--- src/rtl/data_cache.sv ---
// Direct-mapped, write-back, write-allocate data cache: 8 lines of 4 bytes.
// A miss on a dirty line writes the old block back before allocating the new one.
module data_cache (
    input  logic        clk,
    input  logic        reset,
    input  logic        read,
    input  logic        write,
    input  logic [7:0]  address,
    input  logic [7:0]  writedata,
    output logic [7:0]  readdata,
    output logic        busy_wait,
    output logic        mem_read,
    output logic        mem_write,
    output logic [5:0]  mem_address,
    output logic [31:0] mem_writedata,
    input  logic [31:0] mem_readdata,
    input  logic        mem_busywait
);

    typedef enum logic [1:0] {IDLE, WRITE_BACK, ALLOCATE} state_t;

    state_t      state;
    logic [7:0]  valid;
    logic [7:0]  dirty;
    logic [2:0]  tags [8];
    logic [31:0] data [8];
    logic        first;
    logic [2:0]  req_tag;
    logic [2:0]  req_idx;

    logic [2:0]  tag_in;
    logic [2:0]  idx;
    logic [1:0]  off;
    logic        hit;
    logic        request;
    logic        write_hit;
    logic        start_miss;
    logic        wb_done;
    logic        alloc_done;

    assign tag_in  = address[7:5];
    assign idx     = address[4:2];
    assign off     = address[1:0];
    assign request = read | write;
    assign hit     = valid[idx] && (tags[idx] == tag_in);

    assign write_hit  = (state == IDLE) && write && hit;
    assign start_miss = (state == IDLE) && request && !hit;
    // The first cycle in a transfer state never completes, so memory has a cycle to raise mem_busywait.
    assign wb_done    = (state == WRITE_BACK) && !first && !mem_busywait;
    assign alloc_done = (state == ALLOCATE) && !first && !mem_busywait;

    assign busy_wait = request && !((state == IDLE) && hit);
    assign readdata  = data[idx][{off, 3'b000} +: 8];

    always_ff @(posedge clk or negedge reset) begin
        if (!reset) begin
            state     <= IDLE;
            first     <= 1'b0;
            valid     <= 8'h00;
            dirty     <= 8'h00;
            mem_read  <= 1'b0;
            mem_write <= 1'b0;
        end else begin
            case (state)
                IDLE: begin
                    if (start_miss) begin
                        first <= 1'b1;
                        if (valid[idx] && dirty[idx]) begin
                            state     <= WRITE_BACK;
                            mem_write <= 1'b1;
                        end else begin
                            state    <= ALLOCATE;
                            mem_read <= 1'b1;
                        end
                    end else if (write_hit) begin
                        dirty[idx] <= 1'b1;
                    end
                end
                WRITE_BACK: begin
                    first <= 1'b0;
                    if (wb_done) begin
                        state     <= ALLOCATE;
                        mem_write <= 1'b0;
                        mem_read  <= 1'b1;
                        first     <= 1'b1;
                    end
                end
                ALLOCATE: begin
                    first <= 1'b0;
                    if (alloc_done) begin
                        state          <= IDLE;
                        mem_read       <= 1'b0;
                        valid[req_idx] <= 1'b1;
                        dirty[req_idx] <= 1'b0;
                    end
                end
                default: begin
                    state     <= IDLE;
                    mem_read  <= 1'b0;
                    mem_write <= 1'b0;
                end
            endcase
        end
    end

    // Arrays and transfer registers carry no reset; control bits above gate their use.
    always_ff @(posedge clk) begin
        if (start_miss) begin
            req_tag       <= tag_in;
            req_idx       <= idx;
            mem_writedata <= data[idx];
            if (valid[idx] && dirty[idx])
                mem_address <= {tags[idx], idx};
            else
                mem_address <= {tag_in, idx};
        end
        if (wb_done)
            mem_address <= {req_tag, req_idx};
        if (alloc_done) begin
            data[req_idx] <= mem_readdata;
            tags[req_idx] <= req_tag;
        end
        if (write_hit)
            data[idx][{off, 3'b000} +: 8] <= writedata;
    end

endmodule
--- config.mk ---
export PLATFORM = sky130hd
export DESIGN_NAME = data_cache
export DESIGN_NICKNAME = d
export VERILOG_FILES = /design/src/rtl/data_cache.sv
export SDC_FILE = /design/constraint.sdc
export NUM_CORES = 1
export LEC_CHECK = 0
export CORE_UTILIZATION = 25
export DETAILED_ROUTE_END_ITERATION = 8
export GPL_TIMING_DRIVEN = 0
export PLACE_DENSITY = 0.51
export SLEW_MARGIN = 20
export SYNTH_ARGS = -nofsm -noshare
export SYNTH_HDL_FRONTEND = slang
export SYNTH_SLANG_ARGS = --single-unit
--- constraint.sdc ---
create_clock -name clk -period 3.7 [get_ports clk]
set_clock_uncertainty 0.05 [all_clocks]
set_input_delay 0.74 -clock clk [delete_from_list [all_inputs] [get_ports clk]]
set_output_delay 0.74 -clock clk [all_outputs]
set_load 0.03 [all_outputs]
Word-level counts from Yosys, hierarchy flattened
Memory sizes are Yosys's and may differ from the RTL's.
Cells that the tools add are included.
{ "word_totals": {"register_bits": 65, "ramBits": 280, "input_bits": 53, "output_inout_bits": 49, "word_cells": 104, "n_memories": 2} }
{ "classes": {"addsub": 1, "magnitude_cmp": 4, "eq_ne": 10, "shift": 3, "n_mux": 39, "n_bitwise": 6, "reduce_logical": 29} }
{ "mem_list": {"columns": ["memory", "words", "word_bits", "rd", "rd_ports_with_merged_regs", "wr", "line", "text"], "rows": [
  ["data", 8, 32, 1, 0, 1, "26", "logic [31:0] data [8];"],
  ["tags", 8, 3, 1, 0, 1, "25", "logic [2:0] tags [8];"]
]} }
{ "op_table": {"columns": ["operator", "count"], "rows": [
  ["2-to-1 mux 32 bit", 3],
  ["OR reduction 32 bit", 1],
  ["variable shift 8 x 7 -> 32 bit, first input constant", 1],
  ["variable part select 32 x 6 -> 8 bit", 1],
  ["variable part select 8 x 7 -> 32 bit", 1],
  ["2-to-1 mux 8 bit", 3],
  ["2-to-1 mux 6 bit", 3],
  ["2-to-1 mux 1 bit", 16],
  ["bitwise OR 8 bit", 2],
  ["case mux 8 bit (2 select lines)", 1],
  ["logical AND 1 bit", 14],
  ["!= test 2 bit, second input constant", 6],
  ["AND reduction 4 bit", 3],
  ["case mux 1 bit (3 select lines)", 3],
  ["AND 8 bit", 1],
  ["less-than comparator 3 x 4 -> 1 bit, second input constant", 2],
  ["2-to-1 mux 2 bit", 4],
  ["inverter 8 bit", 1],
  ["negator 5 -> 7 bit", 1],
  ["binary-select mux 1 bit (select 3 bit)", 2],
  ["demux 1 bit (select 3 bit)", 2],
  ["greater-or-equal comparator 3 x 1 -> 1 bit, second input constant", 2],
  ["case mux 2 bit (3 select lines)", 1],
  ["logical NOT 1 bit", 4],
  ["other kinds (12)", 14]
]} }

Longest topological paths before layout
Gate-level depths: netlist of the first run.
{ "depth": {"depth_word": 8, "depth_mapped": 10} }

Worst setup path before layout of the first run
Ideal clock, no wire load.
{ "synth_timing": {"kind": "input to register", "startpoint": "input address[0]", "endpoint": "memory data[7][0] (enable)", "t_arrival_ns": 3.125, "required_time_ns": 3.273, "setup_slack_ns": 0.148, "stages": 9, "path_cell_list": "clkbuf_1 -> inv_1 -> ha_1 -> nor4_1 -> nor3b_1 -> and3_1 -> buf_6 -> a211o_1 -> a22oi_1"} }
{ "synth_via": {"elab_chain_cells": 5, "elab_cells_between_ends": 6, "cone_classes": "1 x add/sub; 1 x shift; 3 x mux; 1 x reduce/logical"} }
{ "synth_rtl": {"columns": ["element", "line", "text"], "rows": [
  ["start, declared", "8", "input logic [7:0] address,"],
  ["negator 5 -> 7 bit (*)", "125", "data[idx][{off, 3'b000} +: 8] <= writedata;"],
  ["variable shift 8 x 7 -> 32 bit (*)", "125", null],
  ["2-to-1 mux 32 bit (not written as such) (*)", "125", null],
  ["OR reduction 32 bit (no source line)", null, null],
  ["2-to-1 mux 3 bit (no source line) / 2-to-1 mux 32 bit (equally long branches)", null, null],
  ["end, declared", "26", null]
]} }
Every way passes the cells marked *; elsewhere a longest branch is shown, timed or not.

Worst setup path in the final report of the first run
{ "layout_timing": {"startpoint": "input address[2]", "endpoint": "output readdata[7]"} }
{ "layout_via": {"elab_chain_cells": 2} }
{ "layout_rtl": {"columns": ["element", "line", "text"], "rows": [
  ["memory read (8 x 32 bit)", null, null],
  ["variable part select 32 x 6 -> 8 bit", "54", "assign readdata = data[idx][{off, 3'b000} +: 8];"],
  ["end, declared", "10", "output logic [7:0] readdata,"]
]} }
No other way between the ends.

==> results list, run 1 <==
- The flow ran to the end, and the final reports show no timing, DRC or antenna violations.
* Period minus WS final: 3.67 ns
- Dividing the detail-routed wire length by the instance count gives 26.8 µm.
- Horiz. Die Dim: 242 µm
* Post-synthesis cell type with the largest combined area: sky130_fd_sc_hd__edfxtp_1
- After detailed routing, the number of vias per cell comes to 5.08.
- RSZ-0062 raised after global routing: true
- The multi-input combinational cells in the finished layout cover a total of 4600 µm².
* Worst Path Class, Setup: in2out
* Antenna cells: 0
* Final hold violations: 0
- STA classifies the critical path endpoint as an output port.
- Cells with a size suffix above 1 make up 35.8% of the layout.
* Total design power: 0.0109 W
* Kind of start point of the critical path: input port
- The die covers 58,400 µm².
- Total routed wirelength: 53,300 µm
- The library cell used most frequently in the layout, excluding fill and tap cells, is sky130_fd_sc_hd__edfxtp_1.
* Number of ports placed on the die boundary: 102
- VDD sags by at most 0.000326 V.
* Core box area: 56,600 µm²
- TritonCTS built the clock tree.
- For this run, the post-layout net count is 1,259.
* Synthesis-to-layout area growth: 40.9%
- After synthesis the cells add up to 14,400 µm².
* Grt total ovfl: 0
* Final worst path period share: 99.2%
- Timing would allow up to 0.273 GHz.
- The die is 242 µm tall.
* Power per Cell Area: 536 nW/µm²
- In this run, synthesis inferred 324 flip-flops with an integrated enable.
- Relative max-transition margin: 30.1%
- The clock passes through at most 3 buffers.
- Pins Over Slew Limit: 0
- The share of total power dissipated in the clock network is 34.5%.
* Clock-pin transition on the worst setup and hold timing paths: 0.06 ns
- Synthesis inferred 345 register bits.
- Leading cell types by total area after synthesis: sky130_fd_sc_hd__edfxtp_1, sky130_fd_sc_hd__mux2i_1, sky130_fd_sc_hd__dfrtp_1
* Post-Syn Instances: 921
* Inserted Clock Buffers: 39
- Pin count of the biggest net entering global routing: 22
* Vias after detailed routing: 10,100
- Post-synth top flop: sky130_fd_sc_hd__edfxtp_1
* Share of synthesized registers carrying an async set or reset: 6.09%
- Rows: 87
- HPWL after DPL: 35,500 µm
- The root buffer cell chosen for the clock tree is sky130_fd_sc_hd__clkbuf_16.
- The H-tree generated during clock tree synthesis spans 2 levels.
- In this run the worst path has a maximum fanout of 5.
- For this run, design rule violations remaining after detail routing come to 0.
- Fraction of power consumed by sequential logic: 44.9%
* Number of max-cap violations: 0
* Weighted congestion reported at the end of routability-driven placement: 0.944
* Total clock sinks: 345
- DRT Pass-1 Iters: 5
- The number of global-route vias before repair is 9,783.
- Post-synthesis sequential area ratio: 71.4%
* Cell area after layout: 20,300 µm²
* Iter 0 DRT Violations: 1,150
* FF+latch area: 10,300 µm²
- Starting utilization of the core area: 25.4%
- Summed over all nets, the switching power comes to 0.00312 W.
- Total setup violations reported at the end of the flow: 0
- Input and output buffers added on the ports amount to 101.
- Worst slew pin tran: 1.04 ns
* Number of antenna violations at the first check in global routing: 1
- At the worst endpoint, the required time is 2.91 ns.
* Post-DRT Antenna Nets: 0
* Syn nets: 978
- Critical path arrival: 2.88 ns
* Number of hold buffers added after CTS: 0
- Fraction of power spent switching nets: 28.7%
- Wire length of the first global-routing pass: 73,000 µm
* Overall fraction of global-route tracks in use: 17.6%
- Counting the fill cells in the layout gives 5,446.
* Number of synthesis warnings: 0
- A synthesized cell averages 15.6 µm².
- Unique masters post-synth: 54
- Classification of the worst-slack hold path: in2async
- Commonest cells after routing, fill and taps aside: sky130_fd_sc_hd__edfxtp_1, sky130_fd_sc_hd__buf_4, sky130_fd_sc_hd__clkdlybuf4s50_1
* Post-detailed-placement cell area: 16,600 µm²
- For this design the static power due to leakage is 7.00 nW.
- Worst-Skew Late Latency: 0.55 ns
* Proportion of power drawn by combinational gates: 20.7%
- The synthesized design devotes to its leading area cell type 67.7% of total area.
- The internal portion of the total power is 0.00773 W.
[power by group through the flow]
| stage | Clock [W] | Combinational, W | Sequential, W |
|---|---|---|---|
| floorplan | 0 | 0.000761 | 0.00514 |
| CTS | 0.00378 | 0.00209 | 0.00488 |
| detailed placement | 0 | 0.00184 | 0.00495 |
| global route | 0.00393 | 0.00233 | 0.00491 |
| global placement | 0 | 0.00177 | 0.00496 |
| finish | 0.00374 | 0.00224 | 0.00487 |
[repair_timing]
action	4_1_cts	5_1_grt
endpoints found under the setup margin	549	431
resized for setup	326	71
setup buffers	59	40
pin swaps	34	18
gates cloned	4	5
endpoints found under the hold margin	0	0
[area by class of cell]
type,instances,share of cell area (%)
Sequential cell,345,50.6
Multi-Input combinational cell,477,22.7
Timing Repair Buffer,241,11.6
Clock buffer,51,5.14
Tap cell,756,4.67
Buffer,47,3.31
Inverter,51,1.04
Clock inverter,19,0.859
[stage by stage]
step                      worst slack, ns  utilization [%]  std cells  TNS [ns]  hold WS, ns
final                              0.0311             35.8       1987         0        0.120
after CTS                         -0.0583             34.3       1942   -0.0583        0.410
after floorplan                     0.148                -        921         0        0.375
after global placement              -2.60             28.8       1778   -814.15        0.397
after detailed placement            -2.24             29.3       1810   -735.91        0.395
after global routing             -0.00696             35.8       1987  -0.00696        0.154
[path summary, 6_finish.rpt]
| kind | from | end | slack [ns] | cells past startpoint |
|---|---|---|---|---|
| max | address[2] | readdata[7] | 0.03 | 11 |
| min | reset | mem_read | 0.12 | 1 |
| max reg2reg | state[0] | data[3][16] | 0.31 | 7 |
| min reg2reg | valid[2] | valid[2] | 0.41 | 1 |
| max in group asynchronous | reset | valid[1] | 3.12 | 1 |
| min in group clk | address[2] | req_idx[0] | 0.36 | 1 |
[registers in the layout, indices dropped and copies added, names as in the netlist]
| signal | count |
|---|---|
| req_tag | 3 |
| req_idx | 3 |
| state | 2 |
| mem_address | 6 |
| valid | 8 |
| mem_read | 1 |
| mem_writedata | 32 |
| mem_write | 1 |
| first | 1 |
| data | 256 |
| tags | 24 |
| dirty | 8 |
[worst max-delay path: stages]
cell	delay, ns
sky130_fd_sc_hd__buf_2	0.11
sky130_fd_sc_hd__buf_6	0.13
sky130_fd_sc_hd__buf_12	0.13
sky130_fd_sc_hd__buf_16	0.14
sky130_fd_sc_hd__nor2b_4	0.14
sky130_fd_sc_hd__buf_4	0.14
sky130_fd_sc_hd__a21oi_1	0.15
sky130_fd_sc_hd__a21oi_1	0.08
sky130_fd_sc_hd__a221o_1	0.34
sky130_fd_sc_hd__mux4_2	0.58
sky130_fd_sc_hd__buf_6	0.18
[synthesized netlist by cell type (2+ instances only)]
cell type,n
sky130_fd_sc_hd__a21o_1,2
sky130_fd_sc_hd__a21oi_1,13
sky130_fd_sc_hd__a221o_1,3
sky130_fd_sc_hd__a221oi_1,32
sky130_fd_sc_hd__a222oi_1,7
sky130_fd_sc_hd__a22o_1,4
sky130_fd_sc_hd__a22oi_1,59
sky130_fd_sc_hd__a31oi_1,2
sky130_fd_sc_hd__a32o_1,7
sky130_fd_sc_hd__and2_1,3
sky130_fd_sc_hd__buf_2,19
sky130_fd_sc_hd__buf_4,3
sky130_fd_sc_hd__buf_6,6
sky130_fd_sc_hd__clkbuf_1,19
sky130_fd_sc_hd__dfrtp_1,21
sky130_fd_sc_hd__edfxtp_1,324
sky130_fd_sc_hd__ha_1,4
sky130_fd_sc_hd__inv_1,50
sky130_fd_sc_hd__mux2_2,30
sky130_fd_sc_hd__mux2i_1,65
sky130_fd_sc_hd__mux4_2,17
sky130_fd_sc_hd__nand2_1,63
sky130_fd_sc_hd__nand2b_1,5
sky130_fd_sc_hd__nand3_1,19
sky130_fd_sc_hd__nand4_1,6
sky130_fd_sc_hd__nor2_1,37
sky130_fd_sc_hd__nor2b_1,3
sky130_fd_sc_hd__nor3_1,9
sky130_fd_sc_hd__nor3b_1,5
sky130_fd_sc_hd__o211ai_1,6
sky130_fd_sc_hd__o21ai_0,38
sky130_fd_sc_hd__o221ai_1,4
sky130_fd_sc_hd__o22a_1,4
sky130_fd_sc_hd__o22ai_1,4
sky130_fd_sc_hd__o2bb2ai_1,3
sky130_fd_sc_hd__or2_2,7
[cell families (layout without fill, tap and decap cells)]
| kind of cell | after synthesis | in the layout | synth area share (%) |
|---|---|---|---|
| AOI/OAI and AO/OA | 196 | 196 | 10.1 |
| adders and majority gates | 4 | 4 | 0.348 |
| buffers and inverters | 99 | 409 | 3.14 |
| DFF | 345 | 345 | 71.4 |
| muxes | 114 | 114 | 9.88 |
| and+or+nand+nor | 163 | 163 | 5.21 |
[routing by layer]
layer  up-vias  share of wire [%]  track usage, %
met3       113                 10            4.25
met1      5191                 41            23.9
met4         2                3.8            6.59
li1       4234                  -               -
met5         -              0.017               0
met2       545                 45            27.1
Power figures use the tool's default switching activity.
==> run 2, diff against run 1 <==
Settings changed: CORE_UTILIZATION 25 to 49, PLACE_DENSITY 0.51 to 0.78.
==> results list, run 2 (synthesized netlist as in run 1, its figures left out) <==
- Status: finished, violations left (was finished, final reports clean).
- Failing checks: setup timing
* Total routed wirelength: 48,000 µm (was 53,300 µm)
- Worst EP required: 3.92 ns (was 2.91 ns)
* Period minus WS final: 3.87 ns (was 3.67 ns)
* Kind of start point of the critical path: input port (unchanged)
* Cell area after layout: 19,200 µm² (was 20,300 µm²)
- The area of the core came to 28,800 µm² (was 56,600 µm²).
- The chip height is 173 µm (was 242 µm).
* Worst Path Class, Setup: in2reg (was in2out)
- Rows: 62 (was 87)
- Reg2reg path depth: 7 (unchanged)
* Most Frequent Cell on Critical Path: sky130_fd_sc_hd__buf_6
* Layout cells sized above 1: 32.8% (was 35.8%)
* Reg2Reg Setup Slack: 0.29 ns (was 0.31 ns)
- The largest vdd supply drop is 0.000351 V (was 0.000326 V).
* Starting utilization of the core area: 49.9% (was 25.4%)
* Vias in the first global route: 9,735 (was 9,783)
- Worst path cell trace: clkdlybuf4s50_1, clkbuf_4, inv_1, ha_2, nor4_2, nor3b_1, and3_1, buf_6, nand2_2, buf_6, mux2i_2 (was buf_2, buf_6, buf_12, buf_16, nor2b_4, buf_4, a21oi_1, a21oi_1, a221o_1, mux4_2, buf_6).
- Proportion of power drawn by combinational gates: 19.9% (was 20.7%)
- The maximum clock rate is 0.258 GHz (was 0.273 GHz).
- Top Registers: data x256, mem_writedata x32, tags x24 (unchanged)
* Vias per cell: 6.62 (was 5.08)
- Fraction of power consumed by sequential logic: 45.9% (was 44.9%)
- The clock transition at the registers of the reported paths came to 0.07 ns (was 0.06 ns).
- Weighted congestion reported at the end of routability-driven placement: 0.937 (was 0.944)
* Number of flip-flops under the largest register name: 256 (unchanged)
- The width of the die is 173 µm (was 242 µm).
* Number of hold buffers added after CTS: 0 (unchanged)
- The number of buffers added by the clock tree synthesis step came to 36 (was 39).
* HPWL after DPL: 29,400 µm (was 35,500 µm)
* Wire length of the first global-routing pass: 64,100 µm (was 73,000 µm)
- The post-route antenna net violation count came to 0 (unchanged).
* Total setup violations reported at the end of the flow: 270 (was 0)
* Relative max-transition margin: 26.5% (was 30.1%)
- The total of buffers placed on input and output ports was 101 (unchanged).
* Nets: 1,206 (was 1,259)
- Pin count of the biggest net entering global routing: 22 (unchanged)
- The class of the worst hold path is in2async (unchanged).
* Worst-Skew Late Latency: 0.53 ns (was 0.55 ns)
* Total clock sinks: 345 (unchanged)
- Max stage delay cell, worst path: sky130_fd_sc_hd__clkdlybuf4s50_1 (was sky130_fd_sc_hd__mux4_2)
- Number of ports placed on the die boundary: 102 (unchanged)
* Pins Over Slew Limit: 0 (unchanged)
- The power density over cell area was 553 nW/µm² (was 536 nW/µm²).
- The routed length per placed instance was 30.7 µm (was 26.8 µm).
* Worst slew pin tran: 1.10 ns (was 1.04 ns)
* Grt total ovfl: 0 (unchanged)
- The relative area change from synthesis to final layout was 33.6% (was 40.9%).
- Largest reg by FF count: data (unchanged)
- The count of unresolved DRC violations after routing is 0 (unchanged).
* Worst path setup slack after routing: -0.169 ns (was 0.0311 ns)
- The signal arrival time at the worst endpoint was 4.09 ns (was 2.88 ns).
- Root Driver: sky130_fd_sc_hd__clkbuf_16 (unchanged)
- Final core utilization: 66.7% (was 35.8%)
* Static Leakage: 6.63 nW (was 7.00 nW)
- The most common library cell in the layout ignoring fill and taps was sky130_fd_sc_hd__edfxtp_1 (unchanged).
- The final clock period utilization by the worst path came to 105% (was 99.2%).
* Cell internal power dissipation: 0.00764 W (was 0.00773 W)
- Maximum fanout count along the critical path: 10 (was 5)
- Buffer and inverter count on the worst path: 5 (was 6)
- Post-detailed-placement cell area: 16,000 µm² (was 16,600 µm²)
* TritonCTS clock tree: built (unchanged)
- Iter 0 DRT Violations: 1,717 (was 1,150)
* Number of antenna violations at the first check in global routing: 3 (was 1)
* Critical path's largest stage delay: 0.59 ns (was 0.58 ns)
- The aggregate global-route resource usage was 29.9% (was 17.6%).
- The fraction of power spent switching nets is 28.0% (was 28.7%).
* Worst flop-to-flop path startpoint: state[0] (unchanged)
* RSZ-0062 raised after global routing: true (unchanged)
- Clk network pwr share: 34.2% (was 34.5%)
* DRT Pass-1 Iters: 6 (was 5)
* Total net switching power: 0.00297 W (was 0.00312 W)
- Clock tree buffer depth: 3 (unchanged)
- The max-cap check violation count was 0 (unchanged).
- The floorplan die area came to 30,000 µm² (was 58,400 µm²).
- The total count of hold-check failures in the final report is 0 (unchanged).
- The total vias in the final route is 10,300 (was 10,100).
- Commonest cells after routing, fill and taps aside: sky130_fd_sc_hd__edfxtp_1, sky130_fd_sc_hd__clkdlybuf4s50_1, sky130_fd_sc_hd__buf_4 (was sky130_fd_sc_hd__edfxtp_1, sky130_fd_sc_hd__buf_4, sky130_fd_sc_hd__clkdlybuf4s50_1)
- Kind of cell with the highest combined delay on the critical path: buffers and inverters (unchanged)
* Level count of the clock H-tree: 2 (unchanged)
- The end of the worst register-to-register path is data[4][17] (was data[3][16]).
- Worst setup EP type: flop (was output port)
-- run 2: layout make-up --
class | instances | area [µm²]
Sequential cell | 345 | 10300
Fill cell | 1780 | 9580
Multi-Input combinational cell | 477 | 4550
Timing Repair Buffer | 191 | 1970
Clock buffer | 45 | 986
Buffer | 47 | 554
Tap cell | 384 | 480
Inverter | 51 | 211
Clock inverter | 20 | 189
Antenna cell | 1 | 2.50
-- run 2: what timing repair did --
action	in CTS	in global routing
gates cloned	3	2
pin swaps	12	23
endpoints found under the setup margin	527	489
resized for setup	293	71
buffers inserted	32	44
-- run 2: how the worst max path moves through the flow --
stage                     startpoint     endpoint  slack (ns)  depth (start not counted)
after floorplan           address[0]   data[7][0]        0.15                          9
after global placement    address[4]  readdata[7]       -2.18                          9
after detailed placement  address[4]  readdata[7]       -2.16                          9
after CTS                 address[0]   data[2][8]       -0.05                         11
after global routing      address[0]  data[7][20]       -0.11                         11
final                     address[0]  data[1][20]       -0.17                         11
-- run 2: layer usage --
metal	GRT usage, %	vias up	part of all wire [%]
li1	-	4123	-
met1	38.2	4986	34
met2	44.5	983	45
met3	9.67	238	14
met4	18.7	4	7.2
met5	0	-	0.048
-- run 2: through the flow --
stage / setup TNS (ns) / hold slack [ns] / power [W] / cells / setup WS (ns)
2_1_floorplan: 0 / 0.375 / 0.00590 / 921 / 0.148
3_3_place_gp: -592.40 / 0.392 / 0.00660 / 1406 / -2.18
3_5_place_dp: -601.77 / 0.399 / 0.00666 / 1415 / -2.16
4_1_cts: -1.06 / 0.416 / 0.0104 / 1514 / -0.0470
5_1_grt: -9.47 / 0.163 / 0.0109 / 1560 / -0.114
6_report: -16.46 / 0.136 / 0.0106 / 1561 / -0.169
-- run 2: power groups by stage --
stage | clock network [W] | registers [W] | logic, W
final | 0.00363 | 0.00488 | 0.00211
after global routing | 0.00378 | 0.00490 | 0.00217
after CTS | 0.00362 | 0.00487 | 0.00190
after detailed placement | 0 | 0.00495 | 0.00171
after global placement | 0 | 0.00494 | 0.00166
after floorplan | 0 | 0.00514 | 0.000761
